## src/rtl/mpf_vtp_pkg.sv

```systemverilog
// ---------------------------------------------------------------------------
// mpf_vtp_pkg
// Shared types for the VTP software page-table walker host I/O path.
//   t_cci_clAddr          : 42-bit CCI cache-line address
//   t_cci_clData          : 512-bit CCI cache-line data
//   t_mpf_vtp_pt_host_wr  : one buffered walker write {addr, data}
//   VTP_PT_RSP_*_BIT      : bit positions inside a translation response word
//   t_host_io_state       : RUN / DRAIN state of the host I/O shim
// ---------------------------------------------------------------------------
package mpf_vtp_pkg;

  localparam int CCI_CLADDR_WIDTH = 42;
  localparam int CCI_CLDATA_WIDTH = 512;
  localparam int VTP_PT_WORD_WIDTH = 64;

  typedef logic [CCI_CLADDR_WIDTH-1:0] t_cci_clAddr;
  typedef logic [CCI_CLDATA_WIDTH-1:0] t_cci_clData;

  typedef struct packed {
    t_cci_clAddr                  addr;
    logic [VTP_PT_WORD_WIDTH-1:0] data;
  } t_mpf_vtp_pt_host_wr;

  localparam int VTP_PT_RSP_NOT_PRESENT_BIT = 0;
  localparam int VTP_PT_RSP_BIG_PAGE_BIT    = 1;

  typedef enum logic {
    ST_RUN   = 1'b0,
    ST_DRAIN = 1'b1
  } t_host_io_state;

  // A walker write only ever fills the low 64 bits of a host line.
  function automatic t_cci_clData host_wr_line(input logic [VTP_PT_WORD_WIDTH-1:0] word);
    return {{(CCI_CLDATA_WIDTH-VTP_PT_WORD_WIDTH){1'b0}}, word};
  endfunction

endpackage

```

## src/rtl/cci_mpf_prim_fifo_lutram.sv

```systemverilog
// ---------------------------------------------------------------------------
// cci_mpf_prim_fifo_lutram
// Small distributed-RAM FIFO.
//   clk, reset (async, active-high)
//   enq_data / enq_en : push (ignored when full)
//   notFull           : space for at least one entry
//   first             : head entry (fall-through when REGISTER_OUTPUT=0)
//   deq_en            : pop head (ignored when empty)
//   notEmpty          : at least one entry present
// Parameters: N_DATA_BITS, N_ENTRIES (power of 2, >=2), REGISTER_OUTPUT.
// ---------------------------------------------------------------------------
module cci_mpf_prim_fifo_lutram #(
  parameter int N_DATA_BITS     = 32,
  parameter int N_ENTRIES       = 4,
  parameter int REGISTER_OUTPUT = 0
) (
  input  logic                   clk,
  input  logic                   reset,
  input  logic [N_DATA_BITS-1:0] enq_data,
  input  logic                   enq_en,
  output logic                   notFull,
  output logic [N_DATA_BITS-1:0] first,
  input  logic                   deq_en,
  output logic                   notEmpty
);

  localparam int AW = $clog2(N_ENTRIES);
  localparam int CW = $clog2(N_ENTRIES + 1);

  logic [N_DATA_BITS-1:0] r_mem [N_ENTRIES];
  logic [AW-1:0]          r_wr_ptr;
  logic [AW-1:0]          r_rd_ptr;
  logic [CW-1:0]          r_count;
  logic                   w_enq;
  logic                   w_deq;

  assign notFull  = (r_count != CW'(N_ENTRIES));
  assign notEmpty = (r_count != '0);
  assign w_enq    = enq_en && notFull;
  assign w_deq    = deq_en && notEmpty;

  always_ff @(posedge clk) begin
    if (w_enq) r_mem[r_wr_ptr] <= enq_data;
  end

  always_ff @(posedge clk or posedge reset) begin
    if (reset) begin
      r_wr_ptr <= '0;
      r_rd_ptr <= '0;
      r_count  <= '0;
    end else begin
      if (w_enq) r_wr_ptr <= r_wr_ptr + AW'(1);
      if (w_deq) r_rd_ptr <= r_rd_ptr + AW'(1);
      case ({w_enq, w_deq})
        2'b10:   r_count <= r_count + CW'(1);
        2'b01:   r_count <= r_count - CW'(1);
        default: r_count <= r_count;
      endcase
    end
  end

  generate
    if (REGISTER_OUTPUT == 0) begin : g_comb_out
      assign first = r_mem[r_rd_ptr];
    end else begin : g_reg_out
      // Pre-read the slot that will be the head after this edge; bypass the
      // incoming word when it lands in exactly that slot (FIFO was emptying).
      logic [AW-1:0]          w_rd_ptr_next;
      logic [N_DATA_BITS-1:0] r_first;
      assign w_rd_ptr_next = r_rd_ptr + AW'(w_deq);
      always_ff @(posedge clk) begin
        r_first <= (w_enq && (r_wr_ptr == w_rd_ptr_next)) ? enq_data : r_mem[w_rd_ptr_next];
      end
      assign first = r_first;
    end
  endgenerate

endmodule

```

## src/rtl/mpf_vtp_pt_sw_host_io.sv

```systemverilog
// ---------------------------------------------------------------------------
// mpf_vtp_pt_sw_host_io
// Host I/O shim below the software page-table walker.
//   write_en/addr/data, write_rdy : walker ring-buffer writes into a FIFO
//   c1_tx_valid/addr/data         : single-line host writes (1-cycle pulses)
//   c1_almost_full, c1_rx_wr_ack  : host channel back-pressure / completions
//   buf_paddr_valid               : ring address changed -> drain in-flight writes
//   rsp_in_valid/data             : host translation response (CSR write)
//   read_data_en/read_data        : registered response strobe to the walker
//   drain_busy, err_ack_underflow : status
//   stat_writes, stat_rsps        : counters, live only with
//                                   MPF_VTP_PT_SW_HOST_IO_STATS_EN defined
// Parameters: FIFO_DEPTH (power of 2, >=2), MAX_OUTSTANDING (>=1).
// ---------------------------------------------------------------------------
module mpf_vtp_pt_sw_host_io
  import mpf_vtp_pkg::*;
#(
  parameter int FIFO_DEPTH      = 4,
  parameter int MAX_OUTSTANDING = 8
) (
  input  logic         clk,
  input  logic         reset,
  input  logic         write_en,
  input  logic [41:0]  write_addr,
  input  logic [63:0]  write_data,
  output logic         write_rdy,
  output logic         c1_tx_valid,
  output logic [41:0]  c1_tx_addr,
  output logic [511:0] c1_tx_data,
  input  logic         c1_almost_full,
  input  logic         c1_rx_wr_ack,
  input  logic         buf_paddr_valid,
  input  logic         rsp_in_valid,
  input  logic [63:0]  rsp_in_data,
  output logic         read_data_en,
  output logic [63:0]  read_data,
  output logic         drain_busy,
  output logic         err_ack_underflow,
  output logic [31:0]  stat_writes,
  output logic [31:0]  stat_rsps
);

  localparam int OW = $clog2(MAX_OUTSTANDING + 1);
  localparam logic [OW-1:0] MAX_OUT = OW'(MAX_OUTSTANDING);

  t_host_io_state      r_state;
  logic                r_tx_valid;
  t_cci_clAddr         r_tx_addr;
  logic [63:0]         r_tx_word;
  logic [OW-1:0]       r_outstanding;
  logic                r_err_underflow;
  logic                r_rd_en;
  logic [63:0]         r_rd_data;

  t_mpf_vtp_pt_host_wr w_enq_entry;
  t_mpf_vtp_pt_host_wr w_head;
  logic                w_fifo_not_full;
  logic                w_fifo_not_empty;
  logic                w_enq;
  logic                w_issue;

  // Gated by reset so every output reads 0 while reset is held.
  assign write_rdy   = !reset && (r_state == ST_RUN) && w_fifo_not_full;
  assign w_enq       = write_en && write_rdy;
  assign w_enq_entry = '{addr: write_addr, data: write_data};
  assign w_issue     = w_fifo_not_empty && !c1_almost_full && (r_outstanding < MAX_OUT);

  cci_mpf_prim_fifo_lutram #(
    .N_DATA_BITS     ($bits(t_mpf_vtp_pt_host_wr)),
    .N_ENTRIES       (FIFO_DEPTH),
    .REGISTER_OUTPUT (0)
  ) u_wr_fifo (
    .clk      (clk),
    .reset    (reset),
    .enq_data (w_enq_entry),
    .enq_en   (w_enq),
    .notFull  (w_fifo_not_full),
    .first    (w_head),
    .deq_en   (w_issue),
    .notEmpty (w_fifo_not_empty)
  );

  always_ff @(posedge clk or posedge reset) begin
    if (reset) begin
      r_state         <= ST_RUN;
      r_tx_valid      <= 1'b0;
      r_tx_addr       <= '0;
      r_tx_word       <= '0;
      r_outstanding   <= '0;
      r_err_underflow <= 1'b0;
      r_rd_en         <= 1'b0;
      r_rd_data       <= '0;
    end else begin
      // Host write issue stage
      r_tx_valid <= w_issue;
      if (w_issue) begin
        r_tx_addr <= w_head.addr;
        r_tx_word <= w_head.data;
      end

      // Outstanding writes; an ack at zero is a host protocol error
      case ({w_issue, c1_rx_wr_ack})
        2'b10:   r_outstanding <= r_outstanding + OW'(1);
        2'b01:   if (r_outstanding != '0) r_outstanding <= r_outstanding - OW'(1);
        default: r_outstanding <= r_outstanding;
      endcase
      if (c1_rx_wr_ack && (r_outstanding == '0)) r_err_underflow <= 1'b1;

      // Drain: wait until nothing is queued, on the wire, or unacknowledged.
      case (r_state)
        ST_RUN:   if (buf_paddr_valid) r_state <= ST_DRAIN;
        ST_DRAIN: if (!w_fifo_not_empty && (r_outstanding == '0) && !r_tx_valid)
                    r_state <= ST_RUN;
        default:  r_state <= ST_RUN;
      endcase

      // Response path is independent of the write side
      r_rd_en <= rsp_in_valid;
      if (rsp_in_valid) r_rd_data <= rsp_in_data;
    end
  end

  assign c1_tx_valid       = r_tx_valid;
  assign c1_tx_addr        = r_tx_addr;
  assign c1_tx_data        = host_wr_line(r_tx_word);
  assign read_data_en      = r_rd_en;
  assign read_data         = r_rd_data;
  assign drain_busy        = (r_state == ST_DRAIN);
  assign err_ack_underflow = r_err_underflow;

`ifdef MPF_VTP_PT_SW_HOST_IO_STATS_EN
  logic [31:0] r_stat_writes;
  logic [31:0] r_stat_rsps;

  always_ff @(posedge clk or posedge reset) begin
    if (reset) begin
      r_stat_writes <= '0;
      r_stat_rsps   <= '0;
    end else begin
      if (w_issue)      r_stat_writes <= r_stat_writes + 32'd1;
      if (rsp_in_valid) r_stat_rsps   <= r_stat_rsps + 32'd1;
    end
  end

  assign stat_writes = r_stat_writes;
  assign stat_rsps   = r_stat_rsps;
`else
  assign stat_writes = '0;
  assign stat_rsps   = '0;
`endif

endmodule

```

## config.mk

```make
export PLATFORM = sky130hd
export DESIGN_NAME = mpf_vtp_pt_sw_host_io
export DESIGN_NICKNAME = d
export VERILOG_FILES = /design/src/rtl/mpf_vtp_pkg.sv /design/src/rtl/cci_mpf_prim_fifo_lutram.sv /design/src/rtl/mpf_vtp_pt_sw_host_io.sv
export SDC_FILE = /design/constraint.sdc
export NUM_CORES = 1
export LEC_CHECK = 0
export BUFFER_PORTS_ARGS = -buffer_cell sky130_fd_sc_hd__clkbuf_2
export CORE_AREA = 2 2 337 339
export CTS_BUF_LIST = sky130_fd_sc_hd__clkbuf_16
export CTS_CLUSTER_SIZE = 16
export DETAILED_ROUTE_END_ITERATION = 8
export DIE_AREA = 0 0 339 341
export GPL_TIMING_DRIVEN = 0
export PLACE_DENSITY_LB_ADDON = 0.1
export SETUP_SLACK_MARGIN = 0.5
export SYNTH_ARGS = -nofsm -noshare
export SYNTH_HDL_FRONTEND = slang
export SYNTH_SLANG_ARGS = --single-unit
```

## constraint.sdc

```tcl
create_clock -name clk -period 4.96 [get_ports clk]
set_input_delay 0.248 -clock clk [delete_from_list [all_inputs] [get_ports clk]]
set_output_delay 0.248 -clock clk [all_outputs]
set_load 0.05 [all_outputs]
```

; Word level (Yosys, flattened, before mapping)
; Memory sizes are Yosys's and may differ from the RTL's. A register that Yosys moved wholly into a read port is not among the register bits.
; Cells that the tools add are included.
[totals]
ff_bits = 79
mem_bits_rw = 424
in_bits = 177
output_inout_bits = 687
elab_cells = 52
memories = 1
[classes]
addsub = 6
order_cmp = 1
n_eq_ne = 6
n_mux = 8
bitwise = 1
n_reduce_logical = 20
[memory_table]
columns = name, depth, word_bits, rd, rd_clocked_by_memory_dff, wr, line_no
row1 = u_wr_fifo.r_mem, 4, 106, 1, 1, 1, cci_mpf_prim_fifo_lutram.sv:30  ; logic [N_DATA_BITS-1:0] r_mem [N_ENTRIES];
[ops]
columns = cell, n
row1 = $logic_and 1x1->1, 10
row2 = $pmux 4 s2, 1
row3 = $pmux 3 s2, 1
row4 = $add 2x1->2 const B, 2
row5 = $add 4x1->4 const B, 1
row6 = $eq 2x1->1 const B, 2
row7 = $eq 2x2->1 const B, 2
row8 = $logic_not 1->1, 4
row9 = $logic_not 4->1, 1
row10 = $lt 4x4->1 const B, 1
row11 = $mux 1, 4
row12 = $mux 4, 1
row13 = $reduce_bool 2->1, 2
row14 = $reduce_bool 4->1, 1
row15 = $sub 4x1->4 const B, 1
row16 = $add 3x1->3 const B, 1
row17 = $ne 3x3->1 const B, 1
row18 = $reduce_bool 3->1, 1
row19 = $sub 3x1->3 const B, 1
row20 = $ne 2x2->1 const B, 1
row21 = $pmux 1 s2, 1
row22 = $reduce_and 2->1, 1
row23 = $not 1->1, 1

; Depth between registers and ports, before layout
; Gate-level depths: netlist of run 1.
[logic_depth]
ltp_word = 7
ltp_mapped = 9
ltp_nobuf = 9

; Modules after synthesis
; From an unflattened synthesis of run 1, not the netlist that was laid out.
[hier_totals]
hier_cells = 1728
area_unflattened_um2 = 26294.0
[modules_own_cells]
columns = mod, instances, cells_each, area_per_inst_um2, seq_area_each_um2
row1 = cci_mpf_prim_fifo_lutram, 1, 592, 15706.3, 12907.4
row2 = mpf_vtp_pt_sw_host_io, 1, 1136, 10587.7, 4454.3

; Worst setup path after synthesis of run 1
; OpenSTA, ideal clock, no wires.
[synth_path]
path_kind = flip-flop to flip-flop
start = register u_wr_fifo.r_count[0]
end = memory u_wr_fifo.r_mem[0][0] (netlist bit), enable pin
setup_ns = 0.477
arrival_time_ns = 3.536
required_ns = 4.483
path_slack_ns = 0.947
path_stages_with_launch = 4
path_buffers = 0
synth_period_minus_slack_ns = 4.013
cell_sequence = dfrtp_1 nor2_1 a2111oi_4 and2_1
[synth_via]
elab_chain_len = 6
[synth_rtl]
columns = item, line_no
row1 = start: declaration, cci_mpf_prim_fifo_lutram.sv:33  ; logic [CW-1:0] r_count;
row2 = start signal: assignment, cci_mpf_prim_fifo_lutram.sv:55  ; 2'b10: r_count <= r_count + CW'(1);
row3 = start signal: assignment, cci_mpf_prim_fifo_lutram.sv:56  ; 2'b01: r_count <= r_count - CW'(1);
row4 = start signal: assignment, cci_mpf_prim_fifo_lutram.sv:57  ; default: r_count <= r_count;
row5 = $ne 3x3->1 *, cci_mpf_prim_fifo_lutram.sv:37  ; assign notFull = (r_count != CW'(N_ENTRIES));
row6 = $logic_and 1x1->1, mpf_vtp_pt_sw_host_io.sv:63  ; assign write_rdy = !reset && (r_state == ST_RUN) && w_fifo_not_full;
row7 = $logic_and 1x1->1, mpf_vtp_pt_sw_host_io.sv:64  ; assign w_enq = write_en && write_rdy;
row8 = $logic_and 1x1->1 *, cci_mpf_prim_fifo_lutram.sv:39  ; assign w_enq = enq_en && notFull;
row9 = $mux 1 *, cci_mpf_prim_fifo_lutram.sv:43  ; if (w_enq) r_mem[r_wr_ptr] <= enq_data;
row10 = $mux 1 (implied by the code) *, cci_mpf_prim_fifo_lutram.sv:43
row11 = end: declaration, cci_mpf_prim_fifo_lutram.sv:30
; Every way passes the cells marked *; elsewhere a longest branch is shown, timed or not.

; Worst setup path after layout of run 1
[layout_path]
start = register u_wr_fifo.r_count[0]
end = memory u_wr_fifo.r_mem[3][44] (netlist bit), enable pin
; The elaborated chain is that of the path after synthesis.

==> metrics.log, run 1 <==
[metrics] transition time at the pin with the least slew margin: 882 ps
[metrics] Mapped Avg Cell Area: 17.4 um^2
[metrics] proportion of power drawn by the clock network: 0.286
[metrics] number of cells upsized or downsized after cts: 0
[metrics] worst min-delay path class: in -> reg
[metrics] instance count along the most critical hold path: 4
[metrics] number of remaining DRC errors: 0
[metrics] Final Net Count: 2,822
[metrics] final slew viol count: 0
[metrics] worst-case clock skew: 23.4 ps
[metrics] quantity of I/O buffers inserted on ports: 351
[metrics] gate count after technology mapping: 1,510
[metrics] largest net degree at the start of global routing: 46
[metrics] leading cell types by count after synthesis: buf_4 (513), edfxtp_1 (424), dfrtp_1 (185), mux2_2 (153), mux4_2 (106)
[metrics] sinks on the clock net: 609
[metrics] hold_sp: c1_almost_full
[metrics] Chip Height: 341 um
[metrics] Worst R2R Path Depth: 4
[metrics] vias in the first global route: 15,100
[metrics] endpoint type of the worst setup path: flop
[metrics] All-Layer GR Usage: 0.132
[metrics] number of antenna violations at the first check in global routing: 33
[metrics] combinational group share of total power: 0.368
[metrics] Seq pwr share: 0.346
[metrics] buffer cell driving the clock tree root: clkbuf_16
[metrics] Final Hold Fails: 0
[metrics] reported net switching power: 7110 uW
[metrics] worst voltage drop across the vdd grid: 0.254 mV
[metrics] result of the run: finished clean
[metrics] largest fanout on the critical path: 38
[metrics] final worst path period share: 0.552
[metrics] fraction of final layout cells with drive strength greater than 1: 0.483
[metrics] I/O pin count: 864
[metrics] Critical Path Source Type: flop
[metrics] global-route wire length before repair: 110,000 um
[metrics] Area growth syn-to-layout: 38.2%
[metrics] count of synthesis-stage warnings from yosys: 0
[metrics] fraction of registers with async set/reset: 0.304
[metrics] max frequency: 0.365 GHz
[metrics] minimum clock period: 2740 ps
[metrics] antenna viol nets, final: 0
[metrics] cell types occupying the most area after synthesis: edfxtp_1 (48%), dfrtp_1 (18%), buf_4 (15%)
[metrics] FF-to-FF setup slack: 2220 ps
[metrics] number of filler cells placed in the layout: 11,200
[metrics] Final setup viols: 0
[metrics] Die Wd: 339 um
[metrics] switching portion of total power: 0.384
[metrics] core area: 112,000 um^2
[metrics] post-detail-place hpwl: 58,500 um
[metrics] TritonCTS clock tree: done
[metrics] library cell with the highest instance count after synthesis: buf_4
[metrics] total power divided by cell area: 509 nW/um^2
[metrics] Die Area: 116,000 um^2
[metrics] routed wire length: 78,400 um
[metrics] detailed router's first-iteration violation count: 514
[metrics] count of different cell masters after synthesis: 43
[metrics] proportion of netlist area held by the largest area contributor: 0.483
[metrics] sequential element share of the synthesized area: 0.659
[metrics] initial core utilization: 0.235
[metrics] Post-Place Cells: 3,886
[metrics] Synth Flop Type: edfxtp_1
[metrics] number of non-filler instances in the completed layout: 4,203
[metrics] number of synthesized flops with an enable pin: 424
[metrics] number of H-tree branching levels: 3
[metrics] WP data arrival: 3020 ps
[metrics] path type of the worst setup path: reg -> reg
[metrics] cell-internal power: 11,400 uW
[metrics] standard-cell row count: 123
[metrics] post-route total power: 18,500 uW
[metrics] startpoint of the most critical register-to-register path: u_wr_fifo.r_count[0]
[metrics] final weighted congestion of routability-driven global placement: 0.766
[metrics] vias post-DR: 14,800
[metrics] largest area contributor in the synthesized netlist: edfxtp_1
[metrics] clock-pin slew of the registers on the worst-case setup and hold paths: 50 ps
[metrics] Post-CTS Hold Buffers: 174
[metrics] max_cap viols: 0
[metrics] Relative slew margins: 0.412
[metrics] end of the worst register-to-register path: u_wr_fifo.r_mem[3][44]
[metrics] netlist area before placement: 26,300 um^2
[metrics] clk_lat worst skew: 630 ps
[metrics] clk buf depth: 3
[metrics] post-detailed-route via-to-cell ratio: 3.51
[metrics] number of flip-flops and latches in the synthesized netlist: 609
[metrics] cts bufs inserted: 76
[metrics] total gr overflow: 0
[metrics] Post-CTS Setup Bufs: 0
[metrics] Worst Hold Path EP: u_wr_fifo.r_rd_ptr[1]
[metrics] leakage power: 0.0158 uW
[metrics] drt wl/cell: 18.7 um
[metrics] WP data required: 5250 ps
[metrics] RSZ-0062 raised after global routing: no
[metrics] Pre-Repair DR Iteration Count: 6
## flip-flops by register name, summed over array words and instances, names as in the netlist
name,cells
u_wr_fifo.r_wr_ptr,2
err_ack_underflow,1
r_outstanding,4
c1_tx_valid,1
drain_busy,1
read_data,64
r_tx_word,64
u_wr_fifo.r_rd_ptr,2
u_wr_fifo.r_mem,424
u_wr_fifo.r_count,3
read_data_en,1
c1_tx_addr,42
## cell usage in the layout, fill, tap and decap left out, types with 2 or more instances in the layout
| master | instances |
|---|---|
| clkinv_1 | 12 |
| clkbuf_2 | 351 |
| inv_1 | 30 |
| conb_1 | 512 |
| buf_16 | 8 |
| nor3_1 | 4 |
| buf_4 | 513 |
| clkinv_16 | 2 |
| xnor2_1 | 4 |
| mux2_4 | 18 |
| buf_2 | 27 |
| o2111ai_1 | 2 |
| edfxtp_1 | 424 |
| nor2_1 | 6 |
| clkinv_2 | 15 |
| diode_2 | 5 |
| dlygate4sd3_1 | 174 |
| and2_4 | 4 |
| dfrtp_1 | 185 |
| o211ai_1 | 3 |
| nand3_1 | 2 |
| clkinv_8 | 2 |
| bufinv_16 | 5 |
| mux2_2 | 153 |
| xor2_1 | 3 |
| buf_6 | 5 |
| ha_1 | 6 |
| clkbuf_16 | 77 |
| clkbuf_1 | 9 |
| mux4_2 | 106 |
| buf_12 | 6 |
| clkinvlp_4 | 5 |
| a21oi_1 | 2 |
## critical path, stage by stage, from the launching register on
cell and delay (ps):
dfrtp_1 470, nor2_1 160, a2111oi_4 630, and2_4 740
buf_16 310
## power by group through the flow
stage	clock (uW)	combinational, uW	sequential [uW]
5_1_grt	5720	7280	6490
4_1_cts	5520	6990	6430
2_1_floorplan	0	3370	8210
6_report	5290	6820	6410
3_3_place_gp	0	6800	6510
3_5_place_dp	0	6840	6520
## per-stage QoR
| stage | hold slack [ps] | TNS (ps) | setup WS (ps) | area, um^2 | util |
|---|---|---|---|---|---|
| 2_1_floorplan | 279 | 0 | 947 | 28300 | - |
| 3_3_place_gp | 388 | -965900 | -2310 | 31900 | 0.285 |
| 3_5_place_dp | 373 | 0 | 2160 | 32300 | 0.288 |
| 4_1_cts | 35.8 | 0 | 2120 | 36400 | 0.325 |
| 5_1_grt | 89.3 | 0 | 2040 | 36400 | 0.325 |
| 6_report | 73.2 | 0 | 2220 | 36400 | 0.325 |
## how the worst max path moves through the flow
stage / depth (start not counted) / endpoint / startpoint
after detailed placement: 4 / u_wr_fifo.r_mem[3][68] / u_wr_fifo.r_count[0]
final: 4 / u_wr_fifo.r_mem[3][44] / u_wr_fifo.r_count[0]
after floorplan: 3 / u_wr_fifo.r_mem[0][0] / u_wr_fifo.r_count[0]
after global routing: 4 / u_wr_fifo.r_mem[3][44] / u_wr_fifo.r_count[0]
after CTS: 4 / u_wr_fifo.r_mem[3][44] / u_wr_fifo.r_count[0]
after global placement: 3 / u_wr_fifo.r_mem[1][94] / u_wr_fifo.r_count[0]
## cells by family after synthesis
logic type,share of synthesized area
AO/OA/AOI/OAI,0.00565
XOR/XNOR,0.00233
adder cells (fa/ha/maj),0.00361
buffers and inverters,0.157
flip-flops,0.659
multiplexers,0.167
other,0.000142
AND/OR/NAND/NOR,0.00546
## final cells by class
type	instances	area (um^2)	share of cell area
plain buffers	556	4100	0.113
flip-flops and latches	609	17400	0.477
clock buffers	77	1930	0.0529
clock inverters	61	477	0.0131
diodes	5	12.5	0.000344
multi-input cells	845	6770	0.186
inverters	11	45.0	0.00124
repair buffers	539	3840	0.105
well taps	1500	1880	0.0515
## metal layers
layer / share of wire / global-route usage
met1: 0.37 / 0.145
met3: 0.093 / 0.0569
met4: 0.025 / 0.0356
met5: 0.0022 / 0
met2: 0.51 / 0.233
No activity file was read; power rests on OpenSTA's default activity.
==> run 2: changes to the inputs <==
clock period = 2.55 ns   (was 4.96 ns; I/O delays follow)
==> run 2 against run 1 <==
Worst hold slack worse by 9.8 ps. Non-clock buffer count is 57 higher. Sequential power grew 93%. Total power grew 96%. Critical path depth increased by 2. Setup slack got worse by 1700 ps. Sequential share of layout area fell by 1.3 points. Largest power group unchanged.
==> metrics.log, run 2 (synthesis results as in run 1) <==
[metrics] result of the run: finished clean (unchanged)
[metrics] TritonCTS clock tree: done (unchanged)
[metrics] worst setup margin: 514 ps (was 2220 ps)
[metrics] quantity of I/O buffers inserted on ports: 351 (unchanged)
[metrics] Final Hold Fails: 0 (unchanged)
[metrics] global-route wire length before repair: 118,000 um (was 110,000 um)
[metrics] Die Area: 116,000 um^2 (unchanged)
[metrics] total power divided by cell area: 970 nW/um^2 (was 509 nW/um^2)
[metrics] vias in the first global route: 15,600 (was 15,100)
[metrics] final slew viol count: 0 (unchanged)
[metrics] worst-case clock skew: 27.0 ps (was 23.4 ps)
[metrics] Max stage delay on crit path: 430 ps (was 740 ps)
[metrics] vias post-DR: 15,100 (was 14,800)
[metrics] commonest non-fill, non-tap cell in the layout: buf_4 (unchanged)
[metrics] RSZ-0062 raised after global routing: yes (was no)
[metrics] post-route total power: 36,300 uW (was 18,500 uW)
[metrics] largest net degree at the start of global routing: 36 (was 46)
[metrics] critical path's most frequent cell: buf_4
[metrics] master of the slowest instance on the critical path: dfrtp_2 (was and2_4)
[metrics] sinks on the clock net: 609 (unchanged)
[metrics] minimum clock period: 2040 ps (was 2740 ps)
[metrics] standard-cell row count: 123 (unchanged)
[metrics] clk_lat worst skew: 650 ps (was 630 ps)
[metrics] number of flip-flops under the largest register name: 424 (unchanged)
[metrics] total gr overflow: 0 (unchanged)
[metrics] drt wl/cell: 20.2 um (was 18.7 um)
[metrics] post-detailed-route via-to-cell ratio: 3.55 (was 3.51)
[metrics] detailed router's first-iteration violation count: 545 (was 514)
[metrics] Pre-Repair DR Iteration Count: 4 (was 6)
[metrics] Area growth syn-to-layout: 42.2% (was 38.2%)
[metrics] CP Cell Sequence: a2111oi_4 -> buf_6 -> buf_4 -> and2_4 -> buf_4 -> bufbuf_16 (was nor2_1 -> a2111oi_4 -> and2_4 -> buf_16)
[metrics] buffer cell driving the clock tree root: clkbuf_16 (unchanged)
[metrics] post-detail-place hpwl: 59,700 um (was 58,500 um)
[metrics] Die Wd: 339 um (unchanged)
[metrics] final worst path period share: 0.799 (was 0.552)
[metrics] number of remaining DRC errors: 0 (unchanged)
[metrics] largest register by flop count: u_wr_fifo.r_mem (unchanged)
[metrics] clock-pin slew of the registers on the worst-case setup and hold paths: 50 ps (about the same)
[metrics] Final setup viols: 0 (unchanged)
[metrics] path type of the worst setup path: reg -> reg (unchanged)
[metrics] final core area utilization: 0.335 (was 0.325)
[metrics] leakage power: 0.0163 uW (was 0.0158 uW)
[metrics] All-Layer GR Usage: 0.144 (was 0.132)
[metrics] number of non-filler instances in the completed layout: 4,265 (was 4,203)
[metrics] Final Net Count: 2,883 (was 2,822)
[metrics] number of antenna violations at the first check in global routing: 23 (was 33)
[metrics] post-placement worst setup slack: -461 ps (was 2160 ps)
[metrics] max frequency: 0.491 GHz (was 0.365 GHz)
[metrics] Chip Height: 341 um (unchanged)
[metrics] largest fanout on the critical path: 15 (was 38)
[metrics] Critical Path Source Type: flop (unchanged)
[metrics] max_cap viols: 0 (unchanged)
[metrics] routed wire length: 86,000 um (was 78,400 um)
[metrics] cts bufs inserted: 76 (unchanged)
[metrics] I/O pin count: 864 (unchanged)
[metrics] initial core utilization: 0.235 (unchanged)
[metrics] number of H-tree branching levels: 3 (unchanged)
[metrics] clk buf depth: 3 (unchanged)
[metrics] most frequent cells in the layout: buf_4 (536), conb_1 (512), edfxtp_1 (424), clkbuf_2 (357), dfrtp_1 (181) (was buf_4 (513), conb_1 (512), edfxtp_1 (424), clkbuf_2 (351), dfrtp_1 (185))
[metrics] final cell area excluding filler cells: 37,500 um^2 (was 36,400 um^2)
[metrics] instance area after placement: 32,300 um^2 (about the same)
[metrics] transition time at the pin with the least slew margin: 705 ps (was 882 ps)
[metrics] fraction of final layout cells with drive strength greater than 1: 0.502 (was 0.483)
[metrics] antenna viol nets, final: 0 (unchanged)
[metrics] core area: 112,000 um^2 (unchanged)
[metrics] final weighted congestion of routability-driven global placement: 0.770 (was 0.766)
[metrics] worst voltage drop across the vdd grid: 0.641 mV (was 0.254 mV)
[metrics] WP data required: 2890 ps (was 5250 ps)
[metrics] Worst R2R Path Depth: 6 (was 4)
[metrics] worst min-delay path class: in -> async (was in -> reg)
[metrics] Relative slew margins: 0.526 (was 0.412)
[metrics] endpoint type of the worst setup path: flop (unchanged)
[metrics] Post-Place Cells: 3,888 (was 3,886)
[metrics] WP data arrival: 2370 ps (was 3020 ps)
-- run 2: worst max-delay path: cells and delay by family (launching register included) --
family	cells	cell delay, ps
buffers and inverters	4	770
DFF	1	430
AOI/OAI and AO/OA	1	360
and+or+nand+nor	1	160
-- run 2: timing repair --
item	4_1_cts	5_1_grt
endpoints found under the hold margin	585	0
setup endpoints to repair	525	238
gates cloned	15	6
gates resized for setup	34	28
pin swaps	8	6
buffers inserted	32	5
hold buffers	175	0
-- run 2: worst paths after layout --
| kind | startpoint | end | slack, ps |
|---|---|---|---|
| max | u_wr_fifo.r_count[2] | u_wr_fifo.r_mem[0][4] | 510 |
| min | reset | read_data[38] | 60 |
| max reg2reg | u_wr_fifo.r_count[2] | u_wr_fifo.r_mem[0][4] | 510 |
| min reg2reg | err_ack_underflow | err_ack_underflow | 490 |
| max in group asynchronous | reset | r_tx_word[63] | 1540 |
| min in group clk | write_data[22] | u_wr_fifo.r_mem[0][22] | 230 |
-- run 2: area by class of cell --
| cell class | count | area [um^2] |
|---|---|---|
| diodes | 4 | 10.0 |
| plain buffers | 556 | 4140 |
| clock buffers | 77 | 1930 |
| clock inverters | 63 | 462 |
| fillers | 11100 | 74400 |
| inverters | 11 | 47.5 |
| multi-input cells | 849 | 6840 |
| flip-flops and latches | 609 | 17400 |
| well taps | 1500 | 1880 |
| repair buffers | 596 | 4790 |
-- run 2: power breakdown --
| group | switching (uW) | leakage [uW] | internal [uW] |
|---|---|---|---|
| Clock | 4350 | 0.00125 | 5930 |
| Combinational | 8960 | 0.00907 | 4630 |
| Sequential | 689 | 0.00597 | 11800 |
| Total | 14000 | 0.0163 | 22300 |
-- run 2: metrics by stage --
| step | hold slack [ps] | TNS, ps |
|---|---|---|
| after CTS | 33.1 | 0 |
| after detailed placement | 140 | -44640 |
| after global placement | 264 | -805220 |
| final | 63.4 | 0 |
| after global routing | 57.2 | 0 |
| after floorplan | 159 | 0 |
-- run 2: metal layers --
metal / vias to the layer above / share of wire / global-route usage
li1: 6952 / - / -
met5: - / 0.0012 / 0
met1: 7528 / 0.38 / 0.162
met4: 16 / 0.020 / 0.0364
met3: 123 / 0.082 / 0.0540
met2: 515 / 0.52 / 0.255
==> run 3: changes to the inputs <==
clock period = 1.7 ns   (was 2.55 ns; I/O delays follow)
==> run 3 against run 2 <==
The run now ends with negative hold slack, negative setup slack left. Non-clock buffer count grew 83. Utilization grew 1.8 points. Count of clock-buffer cells in the layout is the same. Cell count grew 2.0%. Wire length grew 1.6%. Worst hold slack lost 370 ps. First-iteration DRC count grew 42%. Combinational power grew 59%. Total power grew 56%. Critical path depth is the same. Critical endpoint is now u_wr_fifo.r_mem[2][44]. Largest power group unchanged. Highest routed layer unchanged.
==> metrics.log, run 3 (synthesis results as in run 1) <==
[metrics] antenna viol nets, final: 0 (unchanged)
[metrics] instance area after placement: 32,300 um^2 (about the same)
[metrics] WP data required: 2030 ps (was 2890 ps)
[metrics] post-detailed-route via-to-cell ratio: 3.60 (was 3.55)
[metrics] drt wl/cell: 20.1 um (was 20.2 um)
[metrics] number of H-tree branching levels: 3 (unchanged)
[metrics] number of flip-flops under the largest register name: 424 (unchanged)
[metrics] Critical Path Source Type: flop (unchanged)
[metrics] clock-pin slew of the registers on the worst-case setup and hold paths: 60 ps (was 50 ps)
[metrics] largest fanout on the critical path: 9 (was 15)
[metrics] total negative slack for setup checks: -120,340 ps (was 0 ps)
[metrics] max frequency: 0.489 GHz (was 0.491 GHz)
[metrics] post-placement worst setup slack: -1240 ps (was -461 ps)
[metrics] most frequent cells in the layout: buf_4 (546), conb_1 (512), edfxtp_1 (424), clkbuf_2 (356), dfrtp_1 (183) (was buf_4 (536), conb_1 (512), edfxtp_1 (424), clkbuf_2 (357), dfrtp_1 (181))
[metrics] worst voltage drop across the vdd grid: 1.07 mV (was 0.641 mV)
[metrics] FF-to-FF setup slack: -350 ps (was 510 ps)
[metrics] final weighted congestion of routability-driven global placement: 0.745 (was 0.770)
[metrics] transition time at the pin with the least slew margin: 779 ps (was 705 ps)
[metrics] quantity of I/O buffers inserted on ports: 351 (unchanged)
[metrics] Worst R2R Path Depth: 6 (unchanged)
[metrics] result of the run: finished with violations (was finished clean)
[metrics] worst-case clock skew: 32.0 ps (was 27.0 ps)
[metrics] vias in the first global route: 16,000 (was 15,600)
[metrics] final cell area excluding filler cells: 39,500 um^2 (was 37,500 um^2)
[metrics] largest register by flop count: u_wr_fifo.r_mem (unchanged)
[metrics] Post-CTS Hold Buffers: 174 (was 175)
[metrics] Die Area: 116,000 um^2 (unchanged)
[metrics] Die Wd: 339 um (unchanged)
[metrics] Hold WS: -308 ps (was 63.4 ps)
[metrics] clk_lat worst skew: 640 ps (was 650 ps)
[metrics] startpoint of the most critical register-to-register path: u_wr_fifo.r_count[2] (unchanged)
[metrics] TritonCTS clock tree: done (unchanged)
[metrics] number of remaining DRC errors: 0 (unchanged)
[metrics] Final Hold Fails: 26 (was 0)
[metrics] final worst path period share: 1.20 (was 0.799)
[metrics] minimum clock period: 2050 ps (was 2040 ps)
[metrics] number of antenna violations at the first check in global routing: 28 (was 23)
[metrics] Final Net Count: 2,966 (was 2,883)
[metrics] WP data arrival: 2370 ps (about the same)
[metrics] cts bufs inserted: 76 (unchanged)
[metrics] largest net degree at the start of global routing: 35 (was 36)
[metrics] fraction of final layout cells with drive strength greater than 1: 0.516 (was 0.502)
[metrics] number of filler cells placed in the layout: 10,900 (was 11,100)
[metrics] worst min-delay path class: in -> async (unchanged)
[metrics] sinks on the clock net: 609 (unchanged)
[metrics] commonest non-fill, non-tap cell in the layout: buf_4 (unchanged)
[metrics] violated checks: negative hold slack, negative setup slack
[metrics] routed wire length: 87,300 um (was 86,000 um)
[metrics] total power divided by cell area: 1430 nW/um^2 (was 970 nW/um^2)
[metrics] global-route wire length before repair: 120,000 um (was 118,000 um)
[metrics] clk buf depth: 3 (unchanged)
[metrics] core area: 112,000 um^2 (unchanged)
[metrics] standard-cell row count: 123 (unchanged)
[metrics] buffer cell driving the clock tree root: clkbuf_16 (unchanged)
[metrics] RSZ-0062 raised after global routing: yes (unchanged)
[metrics] worst setup margin: -347 ps (was 514 ps)
[metrics] final slew viol count: 0 (unchanged)
[metrics] final core area utilization: 0.353 (was 0.335)
[metrics] Final setup viols: 538 (was 0)
[metrics] leakage power: 0.0171 uW (was 0.0163 uW)
[metrics] path type of the worst setup path: reg -> reg (unchanged)
[metrics] total gr overflow: 0 (unchanged)
[metrics] end of the worst register-to-register path: u_wr_fifo.r_mem[2][44] (was u_wr_fifo.r_mem[0][4])
[metrics] Relative slew margins: 0.480 (was 0.526)
[metrics] I/O pin count: 864 (unchanged)
[metrics] max_cap viols: 0 (unchanged)
[metrics] initial core utilization: 0.235 (unchanged)
[metrics] detailed router's first-iteration violation count: 775 (was 545)
[metrics] Chip Height: 341 um (unchanged)
[metrics] All-Layer GR Usage: 0.145 (was 0.144)
[metrics] Pre-Repair DR Iteration Count: 4 (unchanged)
[metrics] post-detail-place hpwl: 58,000 um (was 59,700 um)
[metrics] Area growth syn-to-layout: 49.8% (was 42.2%)
[metrics] endpoint type of the worst setup path: flop (unchanged)
[metrics] vias post-DR: 15,700 (was 15,100)
-- run 3: per-stage QoR --
stage / total power [uW] / hold WS [ps] / instances
after floorplan: 33800 / 116 / 2021
after global placement: 38700 / 236 / 3872
after detailed placement: 38900 / 249 / 3886
after CTS: 57200 / -304 / 4306
after global routing: 59200 / -270 / 4349
final: 56500 / -308 / 4352
-- run 3: how the worst max path moves through the flow --
| stage | slack, ps | to | startpoint |
|---|---|---|---|
| finish | -350 | u_wr_fifo.r_mem[2][44] | u_wr_fifo.r_count[2] |
| global route | -410 | u_wr_fifo.r_mem[2][44] | u_wr_fifo.r_count[2] |
| detailed placement | -1240 | u_wr_fifo.r_mem[2][66] | u_wr_fifo.r_count[0] |
| global placement | -3190 | c1_tx_addr[11] | reset |
| floorplan | -760 | c1_tx_addr[0] | reset |
| CTS | -290 | u_wr_fifo.r_count[2] | u_wr_fifo.r_count[0] |
-- run 3: area by class of cell --
class                      count  area, um^2  share of cell area
timing repair buffer         679        6410               0.163
sequential                   609       17400               0.440
inverter                      11        45.0             0.00114
buffer                       556        4370               0.111
multi-input combinational    849        6860               0.174
antenna                        8        20.0            0.000507
clock inverter                63         589              0.0149
tap                         1500        1880              0.0475
clock buffer                  77        1930              0.0488
-- run 3: what timing repair did --
item / CTS / global route
resized for setup: 148 / 53
endpoints found under the hold margin: 522 / 26
setup buffers: 66 / 21
cloned: 40 / 17
pin swaps: 12 / 8
setup endpoints to repair: 719 / 719
-- run 3: layer usage --
layer,wire length [um],GRT usage
met2,45900,0.259
met4,1580,0.0329
met5,137,0
met3,7020,0.0554
met1,32700,0.162
-- run 3: worst max-delay path, stage by stage, from the launching register on --
cell	delay (ps)
dfrtp_2	470
a2111oi_4	440
buf_4	190
and2_4	210
buf_16	140
buf_12	130
buf_16	140
-- run 3: power by group --
part           total [uW]  internal (uW)  switching, uW
Sequential          18700          17600           1070
Combinational       21600           7910          13700
Clock               16200           9650           6550
Total               56500          35200          21300
